File: config.mk
export PLATFORM = sky130hd
export DESIGN_NAME = serial_adder
export DESIGN_NICKNAME = d
export VERILOG_FILES = /design/src/rtl/serial_adder.sv
export SDC_FILE = /design/constraint.sdc
export NUM_CORES = 1
export LEC_CHECK = 0
export ABC_AREA = 1
export ABC_CLOCK_PERIOD_IN_PS = 1500
export CORE_MARGIN = 4
export CORE_UTILIZATION = 52
export DETAILED_ROUTE_END_ITERATION = 8
export HOLD_SLACK_MARGIN = 0.02
export PLACE_DENSITY = 0.79
export SLEW_MARGIN = 15
export SYNTH_ARGS = -nofsm -noshare
export SYNTH_HDL_FRONTEND = slang
export SYNTH_SLANG_ARGS = --single-unit
File: constraint.sdc
create_clock -name clk -period 1.5 [get_ports clk]
set_input_delay 0.225 -clock clk [delete_from_list [all_inputs] [get_ports clk]]
set_output_delay 0.225 -clock clk [all_outputs]
set_load 0.05 [all_outputs]
File: src/rtl/serial_adder.sv
// Bit-serial WIDTH-bit adder built around one 1-bit full-adder cell.
// Ports: clk, rst_n (async low), start, a, b, cin -> busy, done, sum, cout, ovf.

// 1-bit full-adder cell: a, b, carry-in c -> sum f, carry-out cplus.
module adder_module (
    input  logic a,
    input  logic b,
    input  logic c,
    output logic f,
    output logic cplus
);
    assign f     = a ^ b ^ c;
    assign cplus = (a & b) | (a & c) | (b & c);
endmodule

// Sequencer: one operand bit pair per clock, LSB first, into adder_module.
// busy/done are decodes of state; sum/cout/ovf update on the final RUN edge.
module serial_adder #(
    parameter int WIDTH = 8
) (
    input  logic             clk,
    input  logic             rst_n,
    input  logic             start,
    input  logic [WIDTH-1:0] a,
    input  logic [WIDTH-1:0] b,
    input  logic             cin,
    output logic             busy,
    output logic             done,
    output logic [WIDTH-1:0] sum,
    output logic             cout,
    output logic             ovf
);
    // Sized so WIDTH-1 fits; the counter never wraps inside a run.
    localparam int CW = $clog2(WIDTH);

    typedef enum logic [1:0] {
        S_IDLE,
        S_RUN,
        S_DONE
    } state_t;

    state_t           r_state;
    logic [WIDTH-1:0] r_a_sh;
    logic [WIDTH-1:0] r_b_sh;
    logic [WIDTH-1:0] r_s_sh;
    logic             r_carry;
    logic [CW-1:0]    r_cnt;
    logic [WIDTH-1:0] r_sum;
    logic             r_cout;
    logic             r_ovf;

    logic             w_f;
    logic             w_cplus;
    logic             w_last;
    logic [WIDTH-1:0] w_s_next;

    adder_module u_cell (
        .a     (r_a_sh[0]),
        .b     (r_b_sh[0]),
        .c     (r_carry),
        .f     (w_f),
        .cplus (w_cplus)
    );

    assign w_last   = (r_cnt == CW'(WIDTH - 1));
    assign w_s_next = {w_f, r_s_sh[WIDTH-1:1]};

    always_ff @(posedge clk or negedge rst_n) begin
        if (!rst_n) begin
            r_state <= S_IDLE;
            r_a_sh  <= '0;
            r_b_sh  <= '0;
            r_s_sh  <= '0;
            r_carry <= 1'b0;
            r_cnt   <= '0;
            r_sum   <= '0;
            r_cout  <= 1'b0;
            r_ovf   <= 1'b0;
        end else begin
            unique case (r_state)
                S_IDLE, S_DONE: begin
                    if (start) begin
                        r_a_sh  <= a;
                        r_b_sh  <= b;
                        r_carry <= cin;
                        r_cnt   <= '0;
                        r_state <= S_RUN;
                    end else begin
                        r_state <= S_IDLE;
                    end
                end
                S_RUN: begin
                    r_s_sh  <= w_s_next;
                    r_a_sh  <= {1'b0, r_a_sh[WIDTH-1:1]};
                    r_b_sh  <= {1'b0, r_b_sh[WIDTH-1:1]};
                    r_carry <= w_cplus;
                    r_cnt   <= r_cnt + CW'(1);
                    if (w_last) begin
                        r_sum   <= w_s_next;
                        r_cout  <= w_cplus;
                        // Carry into the MSB differs from carry out of it.
                        r_ovf   <= r_carry ^ w_cplus;
                        r_state <= S_DONE;
                    end
                end
                default: r_state <= S_IDLE;
            endcase
        end
    end

    assign busy = (r_state == S_RUN);
    assign done = (r_state == S_DONE);
    assign sum  = r_sum;
    assign cout = r_cout;
    assign ovf  = r_ovf;

endmodule
==> out/qor.log <==
qor: cts.worstSkewPairLatency 0.35 ns
qor: die.rows 21
qor: final_layout.syn2layout_area_growth 23.03%
qor: final_layout.post_route_cells_drive_above_1_share 17.36%
qor: drt.dr.first_iter.drc_count 111
qor: setup_path.critical_path_class register to primary output
qor: setup_path.crit_path_start_kind register
qor: die.fp.dieArea 4629 um2
qor: cts.cts.path.max_buffers 2
qor: timing.achievable-frequency 697.1 MHz
qor: timing.finClkSkew 0.004569 ns
qor: global_route.grt_start_max_net_pins 40
qor: job.max_cap_violations 0
qor: timing.timing.final.hold_violations 0
qor: global_route.grt_pass1_wl 6210 um
qor: global_route.first_global_vias 1413
qor: timing.grt_setup_unrepaired false
qor: logic_synthesis.synth-seq-cells 39
qor: die.die-width 68.04 um
qor: cts.htreeDepth 2
qor: worst_hold_path.hold_class input pin to asynchronous set/reset pin
qor: final_layout.insertedDiodeCount 0
qor: timing.timing_max_transition_violations_final 0
qor: logic_synthesis.syn-instance-count 225
qor: logic_synthesis.synth_fp_nets 248
qor: timing.headroom_to_the_max_slew_limit 68.18%
qor: logic_synthesis.yosys_warnings 0
qor: cts.clock_sinks 39
qor: cts.numCtsBuffers 5
qor: final_layout.leading_cell_types_in_the_layout_fill_and_taps_excluded nand2_1, inv_1, dfrtp_1, nand3_1
qor: placement.buffer_ports.inserted 31
qor: timing.setup_violations 0
qor: setup_path.crit_path_max_fanout 6
qor: setup_path.endpoint_kind primary output
qor: timing.tightest_slew 0.4773 ns
qor: placement.routabilityCongestion 0.8013
qor: power.power.static_leakage 0.001250 uW
qor: setup_path.reg2reg_from r_carry
qor: drt.ratio_of_routed_vias_to_standard_cells 4.791
qor: setup_path.rrSetupSlack 0.16 ns
qor: global_route.grt.overflow.total 0
qor: drt.remaining_drc_errors 0
qor: global_route.antenna_found_initial 0
qor: timing.timing.final.ws_setup 0.06552 ns
qor: timing.final.setup.tns 0 ns
qor: setup_path.wp_data_arrival 1.21 ns
qor: cts.root_buffer clkbuf_4
qor: logic_synthesis.syn-mean-instance-area 8.330 um2
qor: logic_synthesis.fraction_of_the_yosys_area_taken_by_sequential_cells 52.07%
qor: logic_synthesis.netlist-cell-type-count 19
qor: cts.cts.reportedPaths.clkPinSlew 0.11 ns
qor: power.irDropWorstVdd 0.001363 V
qor: global_route.grt_util_all_layers 18.58%
qor: timing.period_minus_slack 1.434 ns
qor: final_layout.final_common_cell nand2_1
qor: placement.dpl_hpwl 2527 um
qor: run_status.outcome finished, final reports clean
qor: drt.drt.antenna.violating_nets 0
qor: die.pin_count 32
qor: setup_path.regToRegEndpoint r_carry
qor: setup_path.cp.required 1.27 ns
qor: die.die_height 68.04 um
qor: die.floorplan.initialDensity 54.87%
qor: final_layout.nets_final 287
qor: die.design.core.area 3416 um2
qor: logic_synthesis.post_synth_instance_area 1874 um2
qor: setup_path.reg2reg_depth 5
qor: drt.avgRoutedWirePerCell 11.50 um
qor: cts.cts_tree built
qor: drt.routed-via-count 1490
qor: placement.detailedPlace.worstSlack 0.1197 ns
qor: drt.finalWirelength 3576 um
qor: timing.fin_crit_sh 95.63%
qor: power.power_density_over_the_cells 2212 nW/um2
qor: drt.drt_pass1_iterations 5
[routing by layer]
layer	track usage, %	wire length, um	vias to the layer above
met5	0	0	-
met4	11.41	85	0
met3	4.433	212	7
met2	28.40	1657	41
met1	23.70	1621	679
li1	-	-	763
[critical path, cell delays in order (launching register included)]
cell and delay [ns]:
dfrtp_2 0.46, buf_6 0.14, nor2_4 0.11, buf_12 0.14
[registers in the layout, summed over array words and instances, names as in the netlist]
| signal | flops |
|---|---|
| r_a_sh | 8 |
| r_b_sh | 8 |
| sum | 8 |
| r_s_sh | 7 |
| r_cnt | 3 |
| r_state | 2 |
| cout | 1 |
| ovf | 1 |
| r_carry | 1 |
[kinds of logic after synthesis]
group	synth area share, %
xor+xnor	0.4674
simple gates	26.17
compound gates	6.676
flops	52.07
fa+ha+maj	2.403
buf+inv	12.22
[cell usage after synthesis (all sizes together)]
cell type	n	area, um2
nand2	78	317.8
inv	42	162.6
dfrtp	39	975.9
nand3	30	150.1
o21ai	18	120.1
buf	9	66.31
nor2	4	22.52
ha	2	25.02
a21oi	1	5.000
fa	1	20.02
xor2	1	8.760
[per-stage QoR]
stage | instance area, um2 | hold slack (ns) | instances | utilization (%) | total power (uW)
CTS | 2302 | 0.4240 | 311 | 67.40 | 5136
detailed placement | 2228 | 0.3057 | 301 | 65.24 | 4582
global route | 2306 | 0.4768 | 311 | 67.51 | 5584
floorplan | 1877 | -0.07059 | 225 | - | 3851
finish | 2306 | 0.4387 | 311 | 67.51 | 5102
global placement | 2228 | 0.3035 | 301 | 65.24 | 4491
[how the worst max path moves through the flow]
| stage | from | endpoint | slack (ns) |
|---|---|---|---|
| 2_1_floorplan | r_state[0] | ovf | 0.16 |
| 3_5_place_dp | start | r_a_sh[0] | 0.12 |
| 4_1_cts | r_state[0] | done | 0.02 |
| 3_3_place_gp | start | r_b_sh[0] | 0.18 |
| 5_1_grt | r_state[0] | done | 0.007 |
| 6_report | r_state[0] | done | 0.07 |
[layout make-up]
class	count	area, um2
sequential	39	977.2
clock inverter	1	5.005
inverter	42	162.7
tap	46	57.56
clock buffer	7	45.04
multi-input combinational	135	676.9
fill	298	1110
timing repair buffer	41	381.6
[where the power goes]
part / internal [uW] / total, uW / switching, uW / leakage, uW
Combinational: 1000 / 2750 / 1740 / 0.000735
Clock: 183 / 518 / 335 / 0.0000293
Sequential: 1550 / 1830 / 288 / 0.000485
[repair_timing]
item	CTS	global route
hold buffers	1	0
endpoints found under the setup margin	2	1
buffers inserted	1	0
resized for setup	2	1
pin swaps	0	0
hold endpoints to repair	39	0
Note: power is estimated with default switching activity, not from simulation.
